<file path="config.mk">
export PLATFORM = sky130hd
export DESIGN_NAME = uart_rx_read_ctrl_flat
export DESIGN_NICKNAME = d
export VERILOG_FILES = /design/src/rtl/uart_rx_read_ctrl_if.sv /design/src/rtl/uart_rx_read_ctrl.sv /design/src/flat_wrapper.sv
export SDC_FILE = /design/constraint.sdc
export NUM_CORES = 1
export LEC_CHECK = 0
export CAP_MARGIN = 10
export CORE_MARGIN = 8
export CORE_UTILIZATION = 30
export CTS_CLUSTER_SIZE = 40
export DETAILED_ROUTE_END_ITERATION = 16
export SETUP_SLACK_MARGIN = 0.2
export SYNTH_ARGS = -nofsm -noshare
export SYNTH_HDL_FRONTEND = slang
export SYNTH_SLANG_ARGS = --single-unit
</file>
<file path="constraint.sdc">
create_clock -name clk -period 1.63 [get_ports clk]
set_input_delay 0.2445 -clock clk [delete_from_list [all_inputs] [get_ports clk]]
set_output_delay 0.2445 -clock clk [all_outputs]
set_load 0.1 [all_outputs]
</file>
<file path="src/rtl/uart_rx_read_ctrl_if.sv">
// Byte-stream handshake between the RX read controller and its consumer.
// The master drives valid/data/err and the slave returns ready.
interface uart_rx_read_ctrl_if;
  logic       m_valid;
  logic       m_ready;
  logic [7:0] m_data;
  logic       m_err;

  modport master (
    output m_valid,
    output m_data,
    output m_err,
    input  m_ready
  );

  modport slave (
    input  m_valid,
    input  m_data,
    input  m_err,
    output m_ready
  );
endinterface

</file>
<file path="src/rtl/uart_rx_read_ctrl.sv">
// Drains 11-bit frames from the RX FIFO, checks start/stop/parity and hands the
// payload byte to a valid/ready consumer while keeping saturating error counts.
module uart_rx_read_ctrl #(
  parameter int unsigned PARITY_ODD = 0,
  parameter int unsigned DROP_ERR   = 1,
  parameter int unsigned CNT_W      = 8
) (
  input  logic                 clk,
  input  logic                 rst,
  input  logic                 rx_empty,
  output logic                 rd_en,
  input  logic [10:0]          data_out,
  uart_rx_read_ctrl_if.master  m_if,
  input  logic                 clr_err,
  output logic [CNT_W-1:0]     par_err_cnt,
  output logic [CNT_W-1:0]     frm_err_cnt
);

  localparam logic             ParityRef = (PARITY_ODD != 0);
  localparam logic             DropErr   = (DROP_ERR != 0);
  localparam logic [CNT_W-1:0] CntOne    = CNT_W'(1);

  typedef enum logic [1:0] {StIdle, StRead, StCheck, StHold} state_e;

  state_e state;
  logic   frm_bad;
  logic   par_bad;
  logic   any_bad;

  assign frm_bad = data_out[0] | ~data_out[10];
  assign par_bad = (^data_out[9:1]) != ParityRef;
  assign any_bad = frm_bad | par_bad;

  // Pop strobe is decoded from IDLE so the FIFO sees it in the same cycle the
  // non-empty flag is observed; gated by reset so an aborted cycle pops nothing.
  assign rd_en = (state == StIdle) & ~rx_empty & ~rst;

  always_ff @(posedge clk) begin
    if (rst) begin
      state        <= StIdle;
      m_if.m_valid <= 1'b0;
      m_if.m_data  <= 8'h00;
      m_if.m_err   <= 1'b0;
      par_err_cnt  <= '0;
      frm_err_cnt  <= '0;
    end else begin
      unique case (state)
        StIdle: begin
          if (!rx_empty) begin
            state <= StRead;
          end
        end
        StRead: begin
          state <= StCheck;
        end
        StCheck: begin
          if (any_bad && DropErr) begin
            state <= StIdle;
          end else begin
            m_if.m_data  <= data_out[8:1];
            m_if.m_err   <= any_bad;
            m_if.m_valid <= 1'b1;
            state        <= StHold;
          end
        end
        StHold: begin
          if (m_if.m_ready) begin
            m_if.m_valid <= 1'b0;
            state        <= StIdle;
          end
        end
        default: begin
          state <= StIdle;
        end
      endcase

      // Clear takes priority over a coincident CHECK increment.
      if (clr_err) begin
        par_err_cnt <= '0;
        frm_err_cnt <= '0;
      end else if (state == StCheck) begin
        if (par_bad && (par_err_cnt != '1)) begin
          par_err_cnt <= par_err_cnt + CntOne;
        end
        if (frm_bad && (frm_err_cnt != '1)) begin
          frm_err_cnt <= frm_err_cnt + CntOne;
        end
      end
    end
  end

endmodule

</file>
<file path="src/flat_wrapper.sv">
// flat-port wrapper written by rule: the top's interface ports become plain ports
module uart_rx_read_ctrl_flat 
#(
  parameter int unsigned PARITY_ODD = 0,
  parameter int unsigned DROP_ERR   = 1,
  parameter int unsigned CNT_W      = 8
)
  (clk, rst, rx_empty, rd_en, data_out, clr_err, par_err_cnt, frm_err_cnt, m_if_m_valid, m_if_m_data, m_if_m_err, m_if_m_ready);
  uart_rx_read_ctrl_if m_if_i ();
  input  logic clk;
  input  logic rst;
  input  logic rx_empty;
  output logic rd_en;
  input  logic [10:0] data_out;
  input  logic clr_err;
  output logic [CNT_W-1:0] par_err_cnt;
  output logic [CNT_W-1:0] frm_err_cnt;
  output wire logic [$bits(m_if_i.m_valid)-1:0] m_if_m_valid;
  output wire logic [$bits(m_if_i.m_data)-1:0] m_if_m_data;
  output wire logic [$bits(m_if_i.m_err)-1:0] m_if_m_err;
  input wire logic [$bits(m_if_i.m_ready)-1:0] m_if_m_ready;
  assign m_if_m_valid = m_if_i.m_valid;
  assign m_if_m_data = m_if_i.m_data;
  assign m_if_m_err = m_if_i.m_err;
  assign m_if_i.m_ready = m_if_m_ready;
  uart_rx_read_ctrl #(.PARITY_ODD(PARITY_ODD), .DROP_ERR(DROP_ERR), .CNT_W(CNT_W)) u_core (.clk(clk), .rst(rst), .rx_empty(rx_empty), .rd_en(rd_en), .data_out(data_out), .m_if(m_if_i), .clr_err(clr_err), .par_err_cnt(par_err_cnt), .frm_err_cnt(frm_err_cnt));
endmodule
</file>
Word level (Yosys, flattened, before mapping) --
Index checks and enable logic that the tools add are counted.
Storage, ports and cells: input bits 16, register bits 27, word-level logic and storage cells 41, output and inout port bits 27
Operators by class: $add $sub $neg 2, bitwise gates (word level) 8, reductions and logical operators 11, mux-type cells 7, eq/ne operators 8
Operators by type and width (count):
- 8-bit by 1-bit adder with 8-bit output (second input constant) | 2
- 8-bit != test (second input constant) | 2
- 9-bit XOR reduction | 1
- 2-bit case mux with 4 select lines | 1
- 2-bit AND reduction | 4
- 2-bit 2-to-1 mux | 3
- 2-bit != test (second input constant) | 3
- 2-bit == test (second input constant) | 2
- 1-bit inverter | 4
- 3-bit AND reduction | 1
- 1-bit AND | 2
- 2-bit by 1-bit == test with 1-bit output (second input constant) | 1
- 1-bit logical AND | 2
- 2-bit zero test | 1
- 1-bit 2-to-1 mux | 2
- 1-bit OR | 2
- 1-bit case mux with 2 select lines | 1
- 2-bit nonzero test | 1
- 2-bit OR reduction | 1

Logic depth before layout (Yosys ltp) --
Gate-level depths: netlist (run 1).
depth in word-level cells 5, gate-level depth with buffers 6, gate-level depth less buffers 6

Worst setup path after synthesis (run 1) --
Ideal clock, no wire load.
path kind flip-flop to output port, from register u_core.state[1], to output rd_en, arrival time 3.282 ns, slack -1.897 ns, stages on the path, launching flop included 2, cell sequence dfxtp_1 > nor4_1
On the way: word-level cells in the longest chain between the ends 3
Ends and longest elaborated chain:
- from (decl) | line uart_rx_read_ctrl.sv:25 | state_e state;
- from (signal assigned) | line uart_rx_read_ctrl.sv:40 | state <= StIdle;
- from (signal assigned) | line uart_rx_read_ctrl.sv:50 | state <= StRead;
- from (signal assigned) | line uart_rx_read_ctrl.sv:54 | state <= StCheck;
- 2-bit zero test | line uart_rx_read_ctrl.sv:36 | assign rd_en = (state == StIdle) & ~rx_empty & ~rst;
- 1-bit AND (2 in series) | line uart_rx_read_ctrl.sv:36
- to (decl) | line flat_wrapper.sv:13 | output logic rd_en;
Every way passes these cells.

Worst setup path in the final report (run 1) --
from input data_out[6], to register u_core.par_err_cnt[7]
On the way: word-level cells in the longest chain between the ends 3
Ends and longest elaborated chain:
- from (decl) | line flat_wrapper.sv:14 | input logic [10:0] data_out;
- 9-bit XOR reduction | line uart_rx_read_ctrl.sv:31 | assign par_bad = (^data_out[9:1]) != ParityRef;
- 1-bit logical AND | line uart_rx_read_ctrl.sv:82 | if (par_bad && (par_err_cnt != '1)) begin
- 2-bit AND reduction (no line)
- to (signal assigned) | line uart_rx_read_ctrl.sv:83 | par_err_cnt <= par_err_cnt + CntOne;
- to (decl) | line uart_rx_read_ctrl.sv:15 | output logic [CNT_W-1:0] par_err_cnt,
Every way passes these cells. A chain may end at the register's enable or synchronous reset.

==> results.sh, run 1 <==
export IMPL_area_growth_pct=108
export IMPL_max_vdd_ir_drop_mv=0.282
export IMPL_grt_first_pass_wirelength_mm=6.94
export IMPL_yosys_register_bits=27
export IMPL_grtUsageMet2_pct=25.4
export IMPL_drive_above_1_share_pct=58.0
export IMPL_hold_path_cell_count=3
export IMPL_finalClockSkew_ns=0.00318
export IMPL_setup_worst_path_end_class="flip-flop"
export IMPL_route_detailed_drc=0
export IMPL_io_pins=43
export IMPL_max_cap_viols=0
export IMPL_synthesis_yosys_warnings=0
export IMPL_floorplan_initialDensity_pct=30.6
export IMPL_numPlacedInstances=250
export IMPL_detail_route_antenna_nets=0
export IMPL_grt_overflow_total=0
export IMPL_dpl_cell_area_sq_um=2290
export IMPL_n_antenna_cell=0
export IMPL_row_count=24
export IMPL_slew_viol_final=0
export IMPL_critPathKind="input port to flip-flop"
export IMPL_detailedRoute_firstPassIterationCount=4
export IMPL_cp_max_fo=7
export IMPL_detail_route_wirelength_mm=4.61
export IMPL_synth_async_reset_ratio_pct=0
export IMPL_worst_hold_path_type="input port to flip-flop"
export IMPL_antenna_found_initial=0
export IMPL_wl_per_cell_microns=16.3
export IMPL_cp_data_arrival_time_ns=1.82
export IMPL_worst_setup_hold_path_clk_slew_ns=0.09
export IMPL_die_x_microns=82.2
export IMPL_detail_route_vias_per_cell=5.08
export IMPL_worstReg2RegEnd="u_core.par_err_cnt[4]$_SDFFE_PP0P_"
export IMPL_finish_net_count=250
export IMPL_groute_usage_overall_pct=13.2
export IMPL_critPathLaunchType="input port"
export IMPL_clock_tree_from_tritoncts="yes"
export IMPL_synth_sequential_area_ratio_pct=41.1
export IMPL_rsz0062_at_grt="true"
export IMPL_core_region_area_sq_um=4290
export IMPL_design_area_sq_um=2730
export IMPL_syn_num_nets=165
export IMPL_run_status="complete, no violations"
export IMPL_cts_inserted_buffers=3
export IMPL_grtUsageMet3_pct=3.46
export IMPL_reg2regPathDepth=7
export IMPL_whs_endpoint="u_core.m_if.m_data[4]$_SDFFE_PP0P_"
export IMPL_maximum_clock_frequency_mhz=621
export IMPL_ctsLongestPathBuffers=2
export IMPL_grt_busiest_layer="met2"
export IMPL_clkLatencyLatePin_ns=0.27
export IMPL_gr_usage_met1_pct=13.1
export IMPL_final_setup_viol_count=0
export IMPL_htreeDepth=1
export IMPL_die_height_microns=82.2
export IMPL_finalWeightedCongestion=0.812
export IMPL_edff_count_synth=0
export IMPL_dieArea_sq_um=6760
export IMPL_power_density_cell_area_nw_per_um2=545
export IMPL_period_minus_slack_ns=1.61
export IMPL_via_count_of_the_first_global_routing_pass=1471
export IMPL_finalCritPeriodShare_pct=98.8
export IMPL_initial_drc_count=31
export IMPL_final_core_utilization_pct=63.6
export IMPL_syn_area_per_cell_sq_um=8.95
export IMPL_holdBufCountCts=0
export IMPL_place_detailed_hpwl_mm=2.95
export IMPL_grt_max_degree=16
export IMPL_final_cells=283
export IMPL_clock_root_buffer="clkbuf_8"
export IMPL_required_ns=1.84
export IMPL_post_synth_inst_count=147
export IMPL_post_synth_instance_area_sq_um=1320
export IMPL_hold_viol_final=0
export IMPL_setup_total_negative_slack_ns=0
export IMPL_io_buffer_count=41
export IMPL_synth_cell_type_count=32
export IMPL_worst_r2r_setup_slack_ns=0.03
export IMPL_critical_path_reg2reg_startpoint="u_core.par_err_cnt[1]$_SDFFE_PP0P_"
export IMPL_min_delay_start="data_out[5]"
export IMPL_power_leakage_nw=1.05
export IMPL_dr_total_vias=1439
export IMPL_most_instantiated_flip_flop_cell_in_the_synthesis_netlist="dfxtp_1"
export IMPL_clock_sink_count=27
[worst max-delay path: stages]
cell	delay, ns
buf_8	0.10
xnor2_2	0.13
xnor3_2	0.51
xnor2_4	0.20
or4_1	0.49
a21oi_1	0.14
[cell families (layout without fill, tap and decap cells)]
logic type               after synthesis  after routing  share of synthesized area [%]
AND/OR/NAND/NOR                       59             59                           21.1
flip-flops                            27             27                           41.1
AO/OA/AOI/OAI                         26             26                           11.8
XOR/XNOR                              13             13                           12.6
multiplexers                          11             11                           8.37
buffers and inverters                  8             92                           2.85
adder cells (fa/ha/maj)                2              2                           1.90
other                                  1              1                          0.285
[state kept, by name (all words and copies together) (netlist names)]
signal	cells
u_core.frm_err_cnt	8
u_core.m_if.m_data	8
u_core.par_err_cnt	8
u_core.state	2
u_core.m_if.m_valid	1
[power breakdown]
group / internal [mW] / leakage [nW] / switching [mW] / total (mW)
clock: 0.172 / 0.0255 / 0.214 / 0.386
sequential: 0.647 / 0.231 / 0.00784 / 0.655
combinational: 0.234 / 0.791 / 0.214 / 0.448
total: 1.05 / 1.05 / 0.436 / 1.49
[cell type report]
cell class,count,area [sq um]
Clock buffer,3,41.3
Clock inverter,1,5.00
Fill cell,348,1560
Inverter,3,11.3
Multi-Input combinational cell,112,958
Sequential cell,27,596
Tap cell,52,65.1
Timing Repair Buffer,85,1050
[layout by cell type (no fill, tap or decap), drive strengths merged, types with 4 or more instances in the layout]
cell type / Yosys / layout
a21oi: 11 / 11
xnor2: 8 / 8
clkbuf: 2 / 4
nand3: 9 / 9
nand2: 10 / 10
nor2: 24 / 24
buf: 3 / 76
clkdlybuf4s50: 0 / 4
dfxtp: 27 / 27
mux2i: 11 / 11
o21ai: 6 / 6
[synth_stat cells, types with 2 or more instances]
master,instances,area (sq um)
a31o_2,2,17.5
buf_4,2,15.0
inv_1,3,11.3
xnor2_1,7,61.3
nor2_1,24,90.1
nor3_1,3,15.0
clkbuf_1,2,7.51
nand2_1,10,37.5
o211ai_1,2,15.0
mux2i_1,11,110
or2_2,2,12.5
ha_1,2,25.0
or4_1,3,22.5
a21oi_1,11,55.1
or3_1,3,18.8
o31ai_1,3,22.5
nand4_1,2,12.5
dfxtp_1,27,541
o21ai_0,6,30.0
nand3_1,9,45.0
xor2_1,2,17.5
[through the flow]
step | hold WS (ns) | setup slack (ns) | power [mW]
after global placement | 0.502 | -0.611 | 1.00
after CTS | 0.200 | -0.0346 | 1.48
after global routing | 0.231 | -0.0548 | 1.56
final | 0.214 | 0.0189 | 1.49
after detailed placement | 0.522 | -0.657 | 1.01
after floorplan | 0.317 | -0.0993 | 0.886
[layer usage]
metal | routed length [microns] | share of wire, %
met1 | 1650 | 36
met2 | 2550 | 55
met3 | 329 | 7.1
met4 | 87 | 1.9
met5 | 0 | 0
[worst max-delay path by stage]
stage | from | end | slack [ns] | depth (start not counted)
3_5_place_dp | data_out[6] | u_core.par_err_cnt[7]$_SDFFE_PP0P_ | -0.66 | 6
2_1_floorplan | u_core.par_err_cnt[0]$_SDFFE_PP0P_ | u_core.par_err_cnt[5]$_SDFFE_PP0P_ | -0.1 | 6
4_1_cts | u_core.par_err_cnt[0]$_SDFFE_PP0P_ | u_core.par_err_cnt[7]$_SDFFE_PP0P_ | -0.03 | 6
5_1_grt | u_core.state[0]$_SDFFE_PP0P_ | u_core.m_if.m_data[4]$_SDFFE_PP0P_ | -0.05 | 7
3_3_place_gp | data_out[6] | u_core.m_if.m_data[2]$_SDFFE_PP0P_ | -0.61 | 7
6_report | data_out[6] | u_core.par_err_cnt[7]$_SDFFE_PP0P_ | 0.02 | 6
[repair_timing]
action / CTS / global route
setup buffers: 16 / 13
setup endpoints to repair: 28 / 27
gates resized for setup: 54 / 29
pin swaps: 23 / 27
No activity file was read; power rests on OpenSTA's default activity.
==> run 2, diff against run 1 <==
Settings changed: CORE_MARGIN 8 to 2.
==> results.sh, run 2 (same netlist as run 1, synthesis figures left out) <==
export IMPL_run_status="complete, no violations"
export IMPL_grt_max_degree=17
export IMPL_setup_total_negative_slack_ns=0
export IMPL_antenna_found_initial=0
export IMPL_finalWeightedCongestion=0.789
export IMPL_dr_total_vias=1384
export IMPL_holdBufCountCts=0
export IMPL_pre_cts_ws_ns=-0.640
export IMPL_power_leakage_nw=0.976
export IMPL_max_vdd_ir_drop_mv=0.259
export IMPL_clock_sink_count=27
export IMPL_wl_per_cell_microns=14.5
export IMPL_die_height_microns=70.2
export IMPL_dpl_cell_area_sq_um=2290
export IMPL_fillers=336
export IMPL_cp_data_arrival_time_ns=1.83
export IMPL_clock_tree_from_tritoncts="yes"
export IMPL_cts_inserted_buffers=3
export IMPL_finish_net_count=243
export IMPL_path_cells="ha_4 -> nand3_4 -> o21ai_4 -> or2_4 -> or4_1 -> a21oi_1"
export IMPL_setup_worst_path_end_class="flip-flop"
export IMPL_maximum_clock_frequency_mhz=621
export IMPL_groute_usage_overall_pct=16.6
export IMPL_drive_above_1_share_pct=56.3
export IMPL_detail_route_wirelength_mm=4.01
export IMPL_max_cap_viols=0
export IMPL_ctsLongestPathBuffers=2
export IMPL_period_minus_slack_ns=1.61
export IMPL_final_cell_mix="buf_4 (27), buf_12 (27), nor2_1 (23)"
export IMPL_area_growth_pct=104
export IMPL_grt_first_pass_wirelength_mm=6.56
export IMPL_initial_drc_count=27
export IMPL_core_region_area_sq_um=4290
export IMPL_grt_overflow_total=0
export IMPL_floorplan_initialDensity_pct=30.6
export IMPL_critPathKind="flip-flop to flip-flop"
export IMPL_intPower_mw=1.05
export IMPL_die_x_microns=70.2
export IMPL_power_density_cell_area_nw_per_um2=560
export IMPL_via_count_of_the_first_global_routing_pass=1448
export IMPL_comb_power_share_pct=29.6
export IMPL_route_detailed_drc=0
export IMPL_worst_hold_path_type="input port to flip-flop"
export IMPL_timing_final_ws_setup_ns=0.0185
export IMPL_final_setup_viol_count=0
export IMPL_io_buffer_count=41
export IMPL_netSwitchingPower_mw=0.453
export IMPL_detail_route_vias_per_cell=5.01
export IMPL_cp_slowest_stage_delay_ns=0.47
export IMPL_hold_viol_final=0
export IMPL_top_regs="u_core.frm_err_cnt (8), u_core.m_if.m_data (8), u_core.par_err_cnt (8)"
export IMPL_power_switching_share_pct=30.1
export IMPL_seq_power_share_pct=43.5
export IMPL_finalCritPeriodShare_pct=98.9
export IMPL_detailedRoute_firstPassIterationCount=4
export IMPL_design_area_sq_um=2690
export IMPL_clock_power_share_pct=27.0
export IMPL_place_detailed_hpwl_mm=2.68
export IMPL_htreeDepth=1
export IMPL_worst_path_max_delay_cell="or4_1"
export IMPL_required_ns=1.85
export IMPL_clock_root_buffer="clkbuf_8"
export IMPL_slew_viol_final=0
export IMPL_cp_max_fo=3
export IMPL_io_pins=43
export IMPL_row_count=24
export IMPL_dieArea_sq_um=4930
export IMPL_finalClockSkew_ns=0.00968
export IMPL_critPathLaunchType="flip-flop"
export IMPL_clkLatencyLatePin_ns=0.29
export IMPL_n_antenna_cell=0
export IMPL_detail_route_antenna_nets=0
export IMPL_worst_setup_hold_path_clk_slew_ns=0.10
export IMPL_rsz0062_at_grt="true"
run 2: timing repair:
action                                 4_1_cts  5_1_grt
cloned                                       1        0
setup buffers                                9       11
endpoints found under the hold margin        0        0
setup endpoints to repair                   28       27
resized for setup                           43       33
pin swaps                                   21       27
run 2: worst paths after layout:
check | start | endpoint | slack (ns) | cells after the start
worst max register to register | u_core.par_err_cnt[0]$_SDFFE_PP0P_ | u_core.par_err_cnt[7]$_SDFFE_PP0P_ | 0.02 | 6
worst max-delay path | u_core.par_err_cnt[0]$_SDFFE_PP0P_ | u_core.par_err_cnt[7]$_SDFFE_PP0P_ | 0.02 | 6
worst min register to register | u_core.frm_err_cnt[4]$_SDFFE_PP0P_ | u_core.frm_err_cnt[4]$_SDFFE_PP0P_ | 0.54 | 2
worst min-delay path | data_out[4] | u_core.m_if.m_data[3]$_SDFFE_PP0P_ | 0.20 | 3
run 2: area by class of cell:
| class | instances | area (sq um) | share of cell area, % |
|---|---|---|---|
| clock buffers | 3 | 41.3 | 1.54 |
| multi-input cells | 113 | 988 | 36.8 |
| flip-flops and latches | 27 | 598 | 22.2 |
| repair buffers | 77 | 977 | 36.3 |
| inverters | 3 | 11.3 | 0.419 |
| clock inverters | 1 | 7.51 | 0.279 |
| well taps | 52 | 65.1 | 2.42 |
run 2: worst max-delay path: cells and delay by family, from the launching register on:
kind / cells / cell delay (ns)
AOI/OAI and AO/OA: 2 / 0.20
DFF: 1 / 0.37
and+or+nand+nor: 3 / 0.81
adders and majority gates: 1 / 0.16
run 2: stage by stage:
step / hold WS (ns) / instances / utilization (%) / power, mW
2_1_floorplan: 0.317 / 147 / - / 0.886
3_3_place_gp: 0.501 / 251 / 53.4 / 1.02
3_5_place_dp: 0.517 / 251 / 53.4 / 1.02
4_1_cts: 0.202 / 265 / 58.2 / 1.47
5_1_grt: 0.222 / 276 / 62.6 / 1.57
6_report: 0.200 / 276 / 62.6 / 1.51
run 2: routing by layer:
metal,share of wire [%],wire length [microns],track usage (%)
met5,0,0,0
met4,1.7,70,8.55
met3,3.3,131,2.89
met1,39,1570,17.7
met2,56,2230,30.9
run 2: power groups by stage:
stage               combinational, mW  clock [mW]  sequential, mW
global route                    0.472       0.443           0.656
global placement                0.347           0           0.668
CTS                             0.399       0.414           0.654
detailed placement              0.353           0           0.669
floorplan                       0.187           0           0.699
finish                          0.445       0.406           0.655
==> edit 1 (settings of run 2) <==
`CNT_W` is set to 8 in 2 places; all go to 9.
--- a/src/rtl/uart_rx_read_ctrl.sv
+++ b/src/rtl/uart_rx_read_ctrl.sv
@@ -3,7 +3,7 @@
 module uart_rx_read_ctrl #(
   parameter int unsigned PARITY_ODD = 0,
   parameter int unsigned DROP_ERR   = 1,
-  parameter int unsigned CNT_W      = 8
+  parameter int unsigned CNT_W      = 9
 ) (
   input  logic                 clk,
   input  logic                 rst,
--- a/src/flat_wrapper.sv
+++ b/src/flat_wrapper.sv
@@ -3,7 +3,7 @@
 #(
   parameter int unsigned PARITY_ODD = 0,
   parameter int unsigned DROP_ERR   = 1,
-  parameter int unsigned CNT_W      = 8
+  parameter int unsigned CNT_W      = 9
 )
   (clk, rst, rx_empty, rd_en, data_out, clr_err, par_err_cnt, frm_err_cnt, m_if_m_valid, m_if_m_data, m_if_m_err, m_if_m_ready);
   uart_rx_read_ctrl_if m_if_i ();
Ports: changed (resized frm_err_cnt and par_err_cnt); port bits go from 43 to 45. The function was not compared with the original's and may differ.
==> edit 1 against run 2 <==
- the flow now finishes with violations (setup timing)
- clock power increased by 55%
- hold slack improved by 210 ps
- power up 14%
- setup slack worse by 280 ps
- via count grew 17%
- sequential cell count rose by 2
- sequential share of layout area is 1.3 points lower
- area after synthesis rose by 27%
- routed wire length increased by 11%
- cell count up 22%
- core utilization fell by 7.9 points
- final area grew 11%
- critical path type unchanged
- largest power group unchanged
==> edit 1: results (changes against run 2) <==
- Slack of the critical path: -264 ps (-282 ps)
- The peak supply drop came to 0.361 mV (+39%).
- Cell leakage power: 0.00117 µW (+20%)
- The post-synthesis net count was 204 (+24%).
- The global-route usage over all layers is 15.7% (-0.87 points).
- Clock latency on the worst-skew pair, taken at its later pin, is 280 ps.
- The layout net count is 283 (+16%).
- By area the synthesized netlist is led by dfxtp_1, mux2i_1, nand2b_1, nand2_1, nand4_1.
* Fraction of final layout cells sized beyond drive strength 1: 44.3% (-12 points)
* Setup-violating endpoint count in the final report: 9 (+9)
- The checks that failed: setup timing.
- Largest registers ranked by flip-flop count: u_core.frm_err_cnt x9, u_core.par_err_cnt x9, u_core.m_if.m_data x8
- Proportion of synthesized chip area in sequential cells: 34.9% (-6.2 points)
- Worst clock skew: 8.06 ps (-1.62 ps)
- Data arrival time of the critical path: 2100 ps (+270 ps)
- Worst Hold Class: in -> reg
* Period utilisation layout: 116% (+17 points)
* Async SR Flop Fraction: 0% (unchanged)
- Most used standard cells in the synthesized netlist: dfxtp_1, mux2i_1, nand2_1
* Wire length of the first global-routing pass: 7710 µm (+18%)
- Number of buffer cells added on primary ports: 43 (+4.9%)
- The maximum level of the CTS H-tree was 2 (+1).
* DR vias: 1,620 (+17%)
* GP Congestion: 0.767 (-2.7%)
- Clock Pin Slew Worst Setup and Hold Paths: 60 ps (-40 ps)
- Maximum count of clock buffers along a single path: 2 (unchanged)
- The first-pass detailed-route iteration total is 4 (unchanged).
- The count of routing violations after the opening detailed-route iteration is 56 (+110%).
- The pin count of the biggest net entering global routing is 19 (+2).
- The critical path in this run is classified as reg -> reg.
- The startpoint identified for the worst register-to-register timing path is u_core.par_err_cnt[0]$_SDFFE_PP0P_.
- Via count of the first global-routing pass: 1,688 (+17%)
- Pre-CTS setup slack: -472 ps (+167 ps)
- The count of yosys warnings during synthesis was 0 (unchanged).
- The per-cell routed wire length was 13.3 µm (-8.7%).
- The half-perimeter wire length after detailed placement was 3180 µm (+19%).
- Clock tree root driver cell: clkbuf_8
- The total clock buffers created by CTS came to 5 (+2).
* Diode count: 0 (unchanged)
- End point of the critical path: u_core.par_err_cnt[0]$_SDFFE_PP0P_
- Number of flops mapped to enable cells by yosys: 0 (unchanged)
- The biggest fanout along the worst timing path came to 3 (unchanged).
- The number of antenna violations at the first check in global routing was 0 (unchanged).
- Depth of the worst register-to-register path: 10 (+4)
- The run finished, with violations left.
- The number of unique standard cell types used by synthesis is 34 (+6.3%).
* Net switching share of the total power: 28.5% (-1.5 points)
edit 1: cell count changes in the layout (fill, tap and decap cells not counted), sizes merged, moves of 6 or more:
cell,before,now
mux2i,11,27
nor2,24,11
nand2,10,18
nand4,2,9
nand2b,0,16
or3,3,9
edit 1: final cells by class:
class / count / area [µm²]
well taps: 72 / 90.1
inverters: 2 / 7.51
multi-input cells: 143 / 1160
flip-flops and latches: 29 / 622
clock buffers: 8 / 90.1
repair buffers: 82 / 1000
fillers: 475 / 2460
edit 1: how the worst min path moves through the flow:
stage | startpoint | end | slack [ps] | cells past startpoint
global placement | u_core.m_if.m_valid$_SDFFE_PP0P_ | u_core.m_if.m_valid$_SDFFE_PP0P_ | 490 | 2
detailed placement | u_core.m_if.m_valid$_SDFFE_PP0P_ | u_core.m_if.m_valid$_SDFFE_PP0P_ | 500 | 2
floorplan | data_out[5] | u_core.m_if.m_data[4]$_SDFFE_PP0P_ | 400 | 2
CTS | data_out[7] | u_core.m_if.m_data[6]$_SDFFE_PP0P_ | 410 | 3
global route | data_out[7] | u_core.m_if.m_data[6]$_SDFFE_PP0P_ | 430 | 3
finish | data_out[7] | u_core.m_if.m_data[6]$_SDFFE_PP0P_ | 410 | 3
edit 1: routing by layer:
metal	vias up	part of all wire, %	GRT usage [%]
li1	808	-	-
met1	764	44	19.5
met2	39	49	25.9
met3	9	4.7	3.68
met4	0	2.4	7.02
met5	-	0	0
edit 1: per-stage QoR:
step	utilization (%)	cell area [µm²]	hold slack [ps]	setup TNS, ps	std cells
after floorplan	-	1790	400	-4370	184
after global placement	50.8	2760	494	-8120	320
after detailed placement	50.8	2760	504	-8650	320
after CTS	53.9	2930	406	-2050	334
after global routing	54.7	2980	434	-3230	336
final	54.7	2980	411	-2040	336
edit 1: logic make-up after synthesis:
group | share of synthesized area, %
other | 0.225
AND/OR/NAND/NOR | 29.7
XOR/XNOR | 7.29
AO/OA/AOI/OAI | 3.83
flip-flops | 34.9
adder cells (fa/ha/maj) | 3.01
buffers and inverters | 3.91
multiplexers | 17.1
edit 1: what timing repair did:
item	CTS	global route
pin swaps	19	4
resized for setup	25	8
buffers inserted	6	2
hold buffers	0	0
endpoints found under the hold margin	0	0
setup endpoints to repair	29	29
edit 1: power by group through the flow:
stage               clock [µW]  sequential, µW  combinational [µW]
finish                     630             711                 383
global route               673             711                 408
CTS                        632             710                 379
detailed placement           0             727                 369
floorplan                    0             759                 209
global placement             0             727                 366
edit 1: worst max-delay path, cell delays in order (launching register included):
cell and delay (ps):
dfxtp_4 350, ha_4 150, and2_4 130, and4_1 150, ha_2 180, nor3b_4 200, buf_4 150, nand2_1 50
mux2i_1 120, buf_4 160, mux2i_1 180
==> edit 2 (settings of run 2) <==
Made on the original files. Re-encode `state_e` (4 states) as one-hot, 4 bits wide.
--- a/src/rtl/uart_rx_read_ctrl.sv
+++ b/src/rtl/uart_rx_read_ctrl.sv
@@ -20,7 +20,7 @@
   localparam logic             DropErr   = (DROP_ERR != 0);
   localparam logic [CNT_W-1:0] CntOne    = CNT_W'(1);
 
-  typedef enum logic [1:0] {StIdle, StRead, StCheck, StHold} state_e;
+  typedef enum logic [3:0] {StIdle = 4'b0001, StRead = 4'b0010, StCheck = 4'b0100, StHold = 4'b1000} state_e;
 
   state_e state;
   logic   frm_bad;
Function: same outputs for any inputs over 10 cycles, from zero or initial values and one cycle with rst high; not proved beyond that.
==> edit 2 against run 2 <==
- first-iteration DRC count is 110% higher
- combinational power fell by 14%
- sequential cell count increased by 2
- final area rose by 2.7%
- the run now ends with setup timing left
- area after synthesis increased by 8.0%
- highest routed layer unchanged
- routed wire length rose by 1.5%
- power up 13%
- setup slack got worse by 480 ps
==> edit 2: results (changes against run 2) <==
- The run finished, with violations left.
- Failing checks: setup timing
- Fillcell total: 386 (+15%)
* Via count of the first global-routing pass: 1,473 (+1.7%)
* Syn nets: 170 (+3.0%)
* Average via count per standard cell: 5.06 (+0.83%)
- Slack of the critical path: -459 ps (-477 ps)
* Met3 layer usage reported by global route: 4.01% (+1.1 points)
- The synthesized-area fraction occupied by adder cells came to 1.76% (-0.14 points).
- The number of sinks on the clock net came to 29 (+7.4%).
- The share of final-layout standard cells stronger than drive strength 1 came to 53.4% (-2.8 points).
- The placer congestion estimate was 0.812 (+2.9%).
- Wire length of the first global-routing pass: 6580 µm (+0.32%)
- Area share of buffers outside the clock network: 35.3% (-1.0 points)
- Multi-input combinational cell area: 1030 µm² (+3.8%)
* H-Tree Level Count: 2 (+1)
- The final count of negative-setup-slack endpoints came to 28 (+28).
- Placed wire-length estimate: 2590 µm (-3.6%)
- The average size of a mapped cell is 9.34 µm² (+4.4%).
- The buffer count from post-CTS setup fixing was 6 (-3).
* Complex-gate fraction of the synthesized area: 13.4% (+1.6 points)
* Sum of negative setup slack: -9090 ps (-9090 ps)
- Cell leakage power: 0.00102 µW (+4.8%)
- Largest net degree at the start of global routing: 16 (-1)
* ClkCell Share: 3.13% (+1.3 points)
- The count of routing violations after the opening detailed-route iteration is 56 (+110%).
- Wire length on met1: 1890 µm (+20%)
- Count of placed standard cells including taps: 269 (+7.2%)
- The delay of the slowest cell on the worst path came to 540 ps (+70 ps).
- Final net count: 249 (+2.5%)
* Worst clock skew: 6.04 ps (-3.64 ps)
* Multiplexer share of the synthesized area: 7.93% (-0.44 points)
- The met1 routing resource usage after global routing was 20.9% (+3.2 points).
* Routed met2 length: 1970 µm (-12%)
[edit 2: worst paths after layout]
kind	to	cells past startpoint	start	slack [ps]
hold reg to reg	u_core.par_err_cnt[6]$_SDFFE_PP0P_	2	u_core.par_err_cnt[6]$_SDFFE_PP0P_	510
setup reg to reg	u_core.m_if.m_data[5]$_SDFFE_PP0P_	6	u_core.state[1]$_SDFFE_PP0P_	-460
hold / removal	u_core.m_if.m_data[2]$_SDFFE_PP0P_	3	data_out[3]	220
setup / recovery	u_core.m_if.m_data[5]$_SDFFE_PP0P_	6	u_core.state[1]$_SDFFE_PP0P_	-460
[edit 2: per-stage QoR]
stage	area (µm²)	setup WS [ps]
detailed placement	2400	-945
CTS	2650	-466
floorplan	1480	-599
global route	2760	-537
global placement	2400	-927
finish	2760	-459
[edit 2: report_power, final]
part	leakage [µW]	switching, µW	internal (µW)	total, µW
logic	0.000737	210	173	383
registers	0.000243	3.16	710	713
clock network	0.0000439	305	294	599
